<file path="config.mk">
export PLATFORM = sky130hd
export DESIGN_NAME = uart_tx_arbiter
export DESIGN_NICKNAME = d
export VERILOG_FILES = /design/src/rtl/uart_tx_arbiter_pkg.sv /design/src/rtl/uart_tx_arbiter_rr.sv /design/src/rtl/uart_tx_arbiter.sv
export SDC_FILE = /design/constraint.sdc
export NUM_CORES = 1
export LEC_CHECK = 0
export CAP_MARGIN = 20
export CORE_ASPECT_RATIO = 0.9
export CORE_MARGIN = 3
export CORE_UTILIZATION = 45
export CTS_CLUSTER_DIAMETER = 30
export DETAILED_ROUTE_END_ITERATION = 6
export PLACE_DENSITY_LB_ADDON = 0.08
export SYNTH_ARGS = -nofsm -noshare
export SYNTH_HDL_FRONTEND = slang
export SYNTH_SLANG_ARGS = --single-unit
</file>
<file path="constraint.sdc">
create_clock -name clock -period 4.35 [get_ports clock]
set_clock_uncertainty 0.05 [all_clocks]
set_input_delay 0.87 -clock clock [delete_from_list [all_inputs] [get_ports clock]]
set_output_delay 0.87 -clock clock [all_outputs]
set_load 0.05 [all_outputs]
</file>
<file path="src/rtl/uart_tx_arbiter_pkg.sv">
// Shared definitions for the UART transmit arbiter: FSM state encoding,
// default widths, clock rate and a small index-wrap helper.
package uart_tx_arbiter_pkg;

    localparam int DEF_DATA_WIDTH    = 8;
    localparam int CLOCKS_PER_SECOND = 100_000_000;

    typedef enum logic [1:0] {
        IDLE      = 2'd0,
        START     = 2'd1,
        WAIT_DONE = 2'd2
    } state_e;

    // Fold an index in [0, 2*n) back into [0, n); works for any n, not just powers of two.
    function automatic int wrap_idx(input int i, input int n);
        return (i >= n) ? i - n : i;
    endfunction

endpackage

</file>
<file path="src/rtl/uart_tx_arbiter_rr.sv">
// Combinational round-robin picker: first requester at or after last+1, wrapping.
module rr_arbiter
    import uart_tx_arbiter_pkg::*;
#(
    parameter int NUM_REQ = 4,
    localparam int IW     = $clog2(NUM_REQ)
) (
    input  logic [NUM_REQ-1:0] req_i,
    input  logic [IW-1:0]      last_i,
    output logic [NUM_REQ-1:0] grant_o,
    output logic [IW-1:0]      grant_idx_o,
    output logic               any_o
);

    logic [IW-1:0] idx;

    // Scan offsets 1..NUM_REQ from the last owner; the first set bit wins.
    always_comb begin
        grant_o     = '0;
        grant_idx_o = '0;
        any_o       = 1'b0;
        idx         = '0;
        for (int k = 1; k <= NUM_REQ; k++) begin
            idx = IW'(wrap_idx(int'(last_i) + k, NUM_REQ));
            if (!any_o && req_i[idx]) begin
                any_o        = 1'b1;
                grant_o[idx] = 1'b1;
                grant_idx_o  = idx;
            end
        end
    end

endmodule

</file>
<file path="src/rtl/uart_tx_arbiter.sv">
// Shares one UART transmitter among NUM_REQ byte producers. Each transfer:
// latch the winner's byte, pulse tx_enable/req_ready, wait for tx_done
// (or abort on timeout), then go back to IDLE.
module uart_tx_arbiter
    import uart_tx_arbiter_pkg::*;
#(
    parameter int NUM_REQ        = 4,
    parameter int DATA_WIDTH     = DEF_DATA_WIDTH,
    parameter int TIMEOUT_CYCLES = CLOCKS_PER_SECOND / 50,
    localparam int IW            = $clog2(NUM_REQ)
) (
    input  logic                          clock,
    input  logic                          reset_n,
    input  logic [NUM_REQ-1:0]            req_valid,
    input  logic [NUM_REQ*DATA_WIDTH-1:0] req_data,
    output logic [NUM_REQ-1:0]            req_ready,
    output logic [DATA_WIDTH-1:0]         tx_data,
    output logic                          tx_enable,
    input  logic                          tx_done,
    output logic [IW-1:0]                 grant_id,
    output logic                          busy,
    output logic                          timeout_err
);

    localparam int            TW         = $clog2(TIMEOUT_CYCLES);
    localparam logic [TW-1:0] TIMER_LAST = TW'(TIMEOUT_CYCLES - 1);
    localparam logic [TW-1:0] TIMER_MAX  = '1;

    state_e                state_q;
    logic [TW-1:0]         timer_q, timer_d;
    logic [IW-1:0]         last_q;
    logic [IW-1:0]         grant_id_q;
    logic [DATA_WIDTH-1:0] tx_data_q, byte_d;
    logic [NUM_REQ-1:0]    req_ready_q;
    logic                  tx_enable_q;
    logic                  busy_q;

    logic [NUM_REQ-1:0]    win_onehot;
    logic [IW-1:0]         win_idx;
    logic                  any_req;
    logic                  timer_hit;

    rr_arbiter #(.NUM_REQ(NUM_REQ)) u_rr (
        .req_i       (req_valid),
        .last_i      (last_q),
        .grant_o     (win_onehot),
        .grant_idx_o (win_idx),
        .any_o       (any_req)
    );

    // Winner's byte, saturating timer increment and timeout compare.
    always_comb begin
        byte_d    = req_data[int'(win_idx)*DATA_WIDTH +: DATA_WIDTH];
        timer_d   = (timer_q == TIMER_MAX) ? timer_q : timer_q + 1'b1;
        timer_hit = (timer_q == TIMER_LAST);
    end

    // Transfer sequencer; all handshake outputs are registered alongside the state.
    always_ff @(posedge clock or negedge reset_n) begin
        if (!reset_n) begin
            state_q     <= IDLE;
            timer_q     <= '0;
            last_q      <= IW'(NUM_REQ - 1);
            grant_id_q  <= '0;
            tx_data_q   <= '0;
            req_ready_q <= '0;
            tx_enable_q <= 1'b0;
            busy_q      <= 1'b0;
        end else begin
            case (state_q)
                IDLE: begin
                    if (any_req) begin
                        tx_data_q   <= byte_d;
                        grant_id_q  <= win_idx;
                        last_q      <= win_idx;
                        req_ready_q <= win_onehot;
                        tx_enable_q <= 1'b1;
                        busy_q      <= 1'b1;
                        state_q     <= START;
                    end
                end
                START: begin
                    req_ready_q <= '0;
                    tx_enable_q <= 1'b0;
                    timer_q     <= '0;
                    state_q     <= WAIT_DONE;
                end
                WAIT_DONE: begin
                    if (tx_done || timer_hit) begin
                        busy_q  <= 1'b0;
                        state_q <= IDLE;
                    end else begin
                        timer_q <= timer_d;
                    end
                end
                default: begin
                    req_ready_q <= '0;
                    tx_enable_q <= 1'b0;
                    busy_q      <= 1'b0;
                    state_q     <= IDLE;
                end
            endcase
        end
    end

    // timeout_err must see tx_done in the same cycle (done wins), so it is
    // decoded from registered state rather than registered itself.
    assign timeout_err = (state_q == WAIT_DONE) && timer_hit && !tx_done;

    assign req_ready = req_ready_q;
    assign tx_data   = tx_data_q;
    assign tx_enable = tx_enable_q;
    assign grant_id  = grant_id_q;
    assign busy      = busy_q;

endmodule
</file>
# After elaboration in Yosys (flattened, before gate mapping)
# Cells that the tools add are included.
dict set report classes {
  addsub 9
  n_lt_le_gt_ge 12
  n_eq_ne 8
  shift 1
  n_mux 44
  bitwise_logic 5
  reduce_logical 21
}
# operator count
set ops {}
lappend ops {{$eq A21 B21 Y1 const B} 2}
lappend ops {{$mux W21} 2}
lappend ops {{$pmux W21 S2} 1}
lappend ops {{$shiftx A32 B6 Y8} 1}
lappend ops {{$add A21 B1 Y21 const B} 1}
lappend ops {{$mux W2} 10}
lappend ops {{$mux W4} 5}
lappend ops {{$mux W1} 14}
lappend ops {{$lt A2 B3 Y1 const B} 4}
lappend ops {{$or A4 B4 Y4} 3}
lappend ops {{$ge A3 B3 Y1 const B} 3}
lappend ops {{$logic_and A1 B1 Y1} 9}
lappend ops {{$bmux W1 S2} 4}
lappend ops {{$demux W1 S2} 4}
lappend ops {{$ge A2 B1 Y1 const B} 4}
lappend ops {{$ne A2 B2 Y1 const B} 4}
lappend ops {{$pmux W4 S2} 1}
lappend ops {{$sub A2 B1 Y2 const B} 4}
lappend ops {{$add A2 B2 Y3 const B} 2}
lappend ops {{$pmux W2 S3} 1}
lappend ops {{$reduce_and A2 Y1} 3}
lappend ops {{$reduce_and A3 Y1} 2}
lappend ops {{$add A2 B3 Y4 const B} 1}
lappend ops {{$ge A4 B3 Y1 const B} 1}
lappend ops {{10 further kinds} 14}
dict set report word_totals {
  reg_bits 41
  in_bits 39
  output_inout_bits 17
  word_cells 108
}

# Logic depth before layout (Yosys ltp)
# Gate-level depths: netlist of run 1.
dict set report depth {
  word_depth 17
  depth_mapped 10
  mapped_depth_nobuf 8
}

# Modules after synthesis
# From an unflattened synthesis of run 1, not the netlist that was laid out.
dict set report unflattened {
  cells_unflattened 279
  area_unflattened_um2 2770.2
}
# mod n_inst cells_each area_each_um2 seq_area_each_um2
set modules_own_cells {}
lappend modules_own_cells {uart_tx_arbiter 1 211 2244.7 1028.5}
lappend modules_own_cells {rr_arbiter 1 68 525.5 0.0}

# Worst setup path before layout of run 1
# No wires, ideal clock.
dict set report synth_timing {
  kind {reg2out}
  from {register timer_q[16]}
  to {output timeout_err}
  arrival_time_ns 2.383
  required_ns 3.430
  path_slack_ns 1.047
  stages_incl_launch_ff 5
  path_buffers 0
  cell_sequence {dfrtp_1 -> or4b_2 -> nor3_1 -> nand3_1 -> nor3_1}
}
dict set report synth_between {
  elab_chain_cells 3
}
# item line_no
set synth_lines {}
lappend synth_lines {{start, declared} uart_tx_arbiter.sv:30} ;# logic [TW-1:0] timer_q, timer_d;
lappend synth_lines {{start signal, assigned} uart_tx_arbiter.sv:93} ;# timer_q <= timer_d;
lappend synth_lines {{$eq A21 B21 Y1} uart_tx_arbiter.sv:55} ;# timer_hit = (timer_q == TIMER_LAST);
lappend synth_lines {{$logic_and A1 B1 Y1 (2 in series)} uart_tx_arbiter.sv:108} ;# assign timeout_err = (state_q == WAIT_DONE) && timer_hit && !tx_done;
lappend synth_lines {{end, declared} uart_tx_arbiter.sv:22} ;# output logic timeout_err
# Every way passes these cells.

# Final worst setup path of run 1
# Same ends and word-level chain as after synthesis.

==> flow_summary.yaml, run 1 <==
synth:
  synthesis.nets: 326
  avgSynthCellArea_um2: 9.53
  syn_inst: 278
  synth_cell_type_count: 51
  ys_seq_elements: 41
  async_reset_ff_share_pct: 100
  ys_warn_count: 0
  synth_ff_type: "dfrtp_1"
  synth_edf_count: 0
  synthesis.area_um2: 2650
  ys_seq_area_share_pct: 38.8
finish:
  multi_input_area_um2: 1510
  layout_commonest_cell: "clkdlybuf4s50_1"
  final_cell_mix: "clkdlybuf4s50_1, dfrtp_1, nand2_1"
  design_area_um2: 3350
  num_antenna_cells: 0
  area_delta_synth_final_pct: 26.3
  final_cells: 399
  nNetsFinal: 379
  fillers: 468
  layout.area.seq_um2: 1030
  drive_gt1_share_pct: 6.93
sta:
  hold_viol: 0
  tightest_slew_ps: 932
  drv_slew: 0
  fin_ws_ps: 678
  setup_tns_ps: 0
  finalCriticalPeriod_ps: 3670
  setup_viol: 0
  period_share_pct: 84.4
  grt_setup_unrepaired: "no"
  fmax_ghz: 0.272
  maxSlewHeadroom_pct: 37.4
  whs_ps: 447
critical_path:
  crit_slowest_cell: "clkdlybuf4s50_1"
  timing.critical_path.buf_inv: 1
  required_ps: 3430
  cp.depth: 5
  cp-end-kind: "output pin"
  cpPeakStageDelay_ps: 840
  cp_top_family: "simple AND/OR/NAND/NOR gates"
  r2r_cells: 8
  cp_cell_sequence: "or4b_2 -> nor3_1 -> nand3_1 -> nor3_1 -> clkdlybuf4s50_1"
  crit_fanout: 4
  crit_type: "reg -> out"
  start_kind: "flip-flop"
  worstPathArrival_ps: 2750
  cpMostUsedCell: "nor3_1"
grt:
  gr-usage-all-layers_pct: 18.9
  grt_max_degree: 42
  grt_antenna_before_repair: 0
  grt_overflow: 0
  grt_pass1_vias: 2227
  grt_pass1_wl_um: 10400
clock_network:
  cts_resized: 0
  cts_tree: "built"
  cts_buffers: 5
  clkSinkCount: 41
  clock_latency_ps: 290
  cts-root-buf: "clkbuf_8"
  h-tree-depth: 2
  postCtsHoldBufs: 0
  clkSlewWorstSetupHoldPaths_ps: 80
  postCtsSetupBuffers: 0
  cts_max_path_buffers: 2
detailed_routing:
  vias_per_cell: 5.80
  wl_um: 6350
  drtIter0Drc: 170
  firstDrtPassIters: 4
  avgRoutedWirePerCell_um: 15.9
  ant_nets: 0
  remaining_drc_errors: 0
  via_count: 2314
placed_design:
  dp.cells: 391
  globalplace.congestion: 0.812
  port_buffers: 55
  hpwl_um: 4510
  place_area_um2: 3240
  dp_slack_ps: 580
job:
  drv_cap: 0
pwr:
  clockPowerShare_pct: 13.8
  p_leak_nw: 1.42
  p_per_area_nw_per_um2: 659
  intPower_mw: 1.17
  p_sw_mw: 1.03
  ir_drop_mv: 0.365
  power_frac_seq_pct: 25.5
  power_frac_comb_pct: 60.7
  swShare_pct: 46.8
floorplanning:
  fp.dieH_um: 78.8
  pin_count: 56
  fp.dieArea_um2: 6850
  row_count: 25
  initial_utilization_pct: 48.4
  dieWidth_um: 86.9
  coreArea_um2: 5470
min_path:
  min_path_type: "reg -> reg"
  hold_depth: 2
status:
  status: "complete, no violations"
==> final cells by class <==
type                       count  area share [%]
multi-input combinational    213            45.1
sequential                    41            30.7
timing repair buffer          59            17.2
tap                           67            2.50
clock buffer                   6            2.17
inverter                      11            1.23
clock inverter                 2            1.05
==> per-stage QoR <==
step	total power, mW	utilization [%]
2_1_floorplan	1.57	-
3_3_place_gp	1.90	59.2
3_5_place_dp	1.92	59.2
4_1_cts	2.23	61.1
5_1_grt	2.37	61.1
6_report	2.21	61.1
==> worst min-delay path, delay by kind of cell, from the launching register on <==
family | cells | cell delay [ps]
AND/OR/NAND/NOR | 1 | 50
AO/OA/AOI/OAI | 1 | 60
flip-flops | 1 | 350
==> synth_stat cells, drive strengths merged (4+ instances only) <==
master | n | area, um^2
o31ai | 4 | 30.0
a222oi | 4 | 40.0
o21ai | 14 | 70.1
nand2 | 30 | 113
mux2i | 20 | 213
ha | 9 | 113
nor2 | 24 | 90.1
inv | 11 | 41.3
buf | 8 | 51.3
a21oi | 9 | 45.0
o2111ai | 10 | 87.6
clkbuf | 5 | 18.8
or3 | 10 | 62.6
dfrtp | 39 | 976
nor3 | 8 | 40.0
a22o | 5 | 43.8
xor2 | 8 | 70.1
nand3 | 7 | 35.0
or4 | 5 | 37.5
o221ai | 8 | 70.1
o211ai | 6 | 50.1
==> power by group through the flow <==
stage	clock network, mW	registers, mW	logic, mW
final	0.304	0.563	1.34
after global routing	0.323	0.577	1.47
after CTS	0.313	0.565	1.35
after detailed placement	0	0.567	1.35
after global placement	0	0.568	1.33
after floorplan	0	0.770	0.797
==> state kept, by name (all words and copies together), names as in the netlist <==
signal / flops
busy: 1
grant_id: 2
last_q: 2
timer_q: 21
state_q: 2
tx_data: 8
req_ready: 4
tx_enable: 1
==> path summary, 6_finish.rpt <==
check / from / to / slack, ps
hold reg to reg: tx_data[6]$_DFFE_PN0P_ / tx_data[6]$_DFFE_PN0P_ / 450
setup reg to reg: last_q[1]$_DFFE_PN1P_ / tx_data[7]$_DFFE_PN0P_ / 1030
max in group asynchronous: reset_n / grant_id[1]$_DFFE_PN0P_ / 3030
setup / recovery: timer_q[16]$_DFFE_PN0P_ / timeout_err / 680
min in group asynchronous: reset_n / timer_q[13]$_DFFE_PN0P_ / 650
hold / removal: tx_data[6]$_DFFE_PN0P_ / tx_data[6]$_DFFE_PN0P_ / 450
==> layer usage <==
metal | vias to the layer above | global-route usage (%) | wire length, um
met5 | - | 0 | 0
met4 | 0 | 4.36 | 34
met3 | 6 | 6.02 | 428
met2 | 60 | 28.4 | 2920
met1 | 1085 | 26.5 | 2970
li1 | 1163 | - | -
==> logic make-up (layout without fill, tap and decap cells) <==
group	after synthesis	in the layout	share of synthesized area, %
buf+inv	24	78	4.20
xor+xnor	9	9	2.97
flops	41	41	38.8
mux	23	23	10.6
fa+ha+maj	9	9	4.25
compound gates	70	70	20.2
simple gates	102	102	19.0
Power figures use the tool's default switching activity.
==> run 2, diff against run 1 <==
- clock period: 4.35 -> 3.55 ns (I/O delays scaled with it)
==> flow_summary.yaml, run 2 (synthesis results as in run 1) <==
status:
  status: "complete, no violations"
clock_network:
  clkSlewWorstSetupHoldPaths_ps: 80
  cts-root-buf: "clkbuf_8"
  clock_latency_ps: 290
  h-tree-depth: 2
  cts_buffers: 5
  clkSinkCount: 41
  cts_resized: 0
  postCtsHoldBufs: 0
  cts_tree: "built"
  postCtsSetupBuffers: 0
  cts_max_path_buffers: 2
sta:
  drv_slew: 0
  tightest_slew_ps: 896
  fmax_ghz: 0.326
  finalCriticalPeriod_ps: 3070
  setup_tns_ps: 0
  maxSlewHeadroom_pct: 40.3
  hold_viol: 0
  grt_setup_unrepaired: "no"
  period_share_pct: 86.5
  setup_viol: 0
finish:
  largest_reg_flops: 21
  layout_commonest_cell: "clkdlybuf4s50_1"
  top_register: "timer_q"
  multi_input_area_um2: 1510
  num_antenna_cells: 0
  nNetsFinal: 384
  drive_gt1_share_pct: 8.61
  area_delta_synth_final_pct: 27.3
  layout.area.seq_um2: 1030
  fillers: 458
  final_cells: 404
  final_cell_mix: "clkdlybuf4s50_1, dfrtp_1, nand2_1"
critical_path:
  cp-end-kind: "flip-flop"
  r2r_cells: 9
  rr_startpoint: "last_q[1]$_DFFE_PN1P_"
  start_kind: "flip-flop"
  crit_fanout: 12
  worstPathArrival_ps: 3170
  crit_type: "reg -> reg"
  rrSetupSlack_ps: 480
  r2r_end: "tx_data[5]$_DFFE_PN0P_"
  required_ps: 3650
grt:
  gr-usage-all-layers_pct: 19.6
  grt_max_degree: 42
  grt_pass1_wl_um: 11000
  grt_overflow: 0
  grt_pass1_vias: 2342
  grt_antenna_before_repair: 0
job:
  drv_cap: 0
pwr:
  p_per_area_nw_per_um2: 810
  intPower_mw: 1.44
  p_leak_nw: 1.43
  power_frac_comb_pct: 63.7
  swShare_pct: 47.4
  clockPowerShare_pct: 11.1
  power_frac_seq_pct: 25.2
  ir_drop_mv: 0.580
  p_sw_mw: 1.30
detailed_routing:
  wl_um: 6400
  drtIter0Drc: 180
  firstDrtPassIters: 5
  via_count: 2382
  ant_nets: 0
  avgRoutedWirePerCell_um: 15.8
  vias_per_cell: 5.90
  remaining_drc_errors: 0
placed_design:
  port_buffers: 55
  dp.cells: 396
  globalplace.congestion: 0.844
  hpwl_um: 4610
floorplanning:
  fp.dieH_um: 78.8
  coreArea_um2: 5470
  fp.dieArea_um2: 6850
  row_count: 25
  pin_count: 56
  initial_utilization_pct: 48.4
  dieWidth_um: 86.9
min_path:
  min_path_type: "reg -> reg"
  hold_start: "grant_id[1]$_DFFE_PN0P_"
  min_to: "grant_id[1]$_DFFE_PN0P_"
  hold_depth: 2
run 2: power groups by stage:
| stage | registers (mW) | logic (mW) | clock network, mW |
|---|---|---|---|
| floorplan | 0.944 | 0.977 | 0 |
| CTS | 0.688 | 1.74 | 0.312 |
| detailed placement | 0.691 | 1.74 | 0 |
| global placement | 0.694 | 1.71 | 0 |
| global route | 0.707 | 1.87 | 0.335 |
| finish | 0.689 | 1.74 | 0.303 |
run 2: how the worst max path moves through the flow:
stage | startpoint | end | cells past startpoint
2_1_floorplan | timer_q[16]$_DFFE_PN0P_ | timeout_err | 4
3_3_place_gp | req_valid[2] | tx_data[7]$_DFFE_PN0P_ | 8
3_5_place_dp | req_valid[1] | tx_data[5]$_DFFE_PN0P_ | 8
4_1_cts | last_q[1]$_DFFE_PN1P_ | tx_data[5]$_DFFE_PN0P_ | 9
5_1_grt | last_q[1]$_DFFE_PN1P_ | tx_data[0]$_DFFE_PN0P_ | 9
6_report | last_q[1]$_DFFE_PN1P_ | tx_data[5]$_DFFE_PN0P_ | 9
run 2: critical path, cell delays in order, from the launching register on:
cell and delay (ps):
dfstp_2 670, inv_1 190, ha_1 460, inv_1 100, mux4_2 370, o21bai_4 210, mux2i_4 360, buf_12 190
mux2i_1 190, o221ai_1 140
run 2: final cells by class:
type	instances	area share, %
clock buffer	6	2.15
clock inverter	2	0.445
inverter	11	1.22
multi-input combinational	213	44.8
sequential	41	30.5
tap	67	2.48
timing repair buffer	64	18.5
run 2: per-stage QoR:
stage	utilization [%]	instance area [um^2]	setup WS, ps	power [mW]	hold WS (ps)
2_1_floorplan	-	2650	407	1.92	364
3_3_place_gp	60.0	3290	337	2.40	418
3_5_place_dp	60.0	3290	225	2.43	414
4_1_cts	61.6	3370	517	2.74	447
5_1_grt	61.6	3370	283	2.92	459
6_report	61.6	3370	480	2.73	441
run 2: layer usage:
metal  routed length [um]  global-route usage [%]
met2                 2830                    29.6
met4                   68                    3.43
met1                 3030                    27.7
met5                    0                       0
met3                  472                    6.33
==> run 3, diff against run 2 <==
- TNS_END_PERCENT: default -> 5
==> results of run 3 <==
Final layout, timing and power as in run 2 (identical DEF).
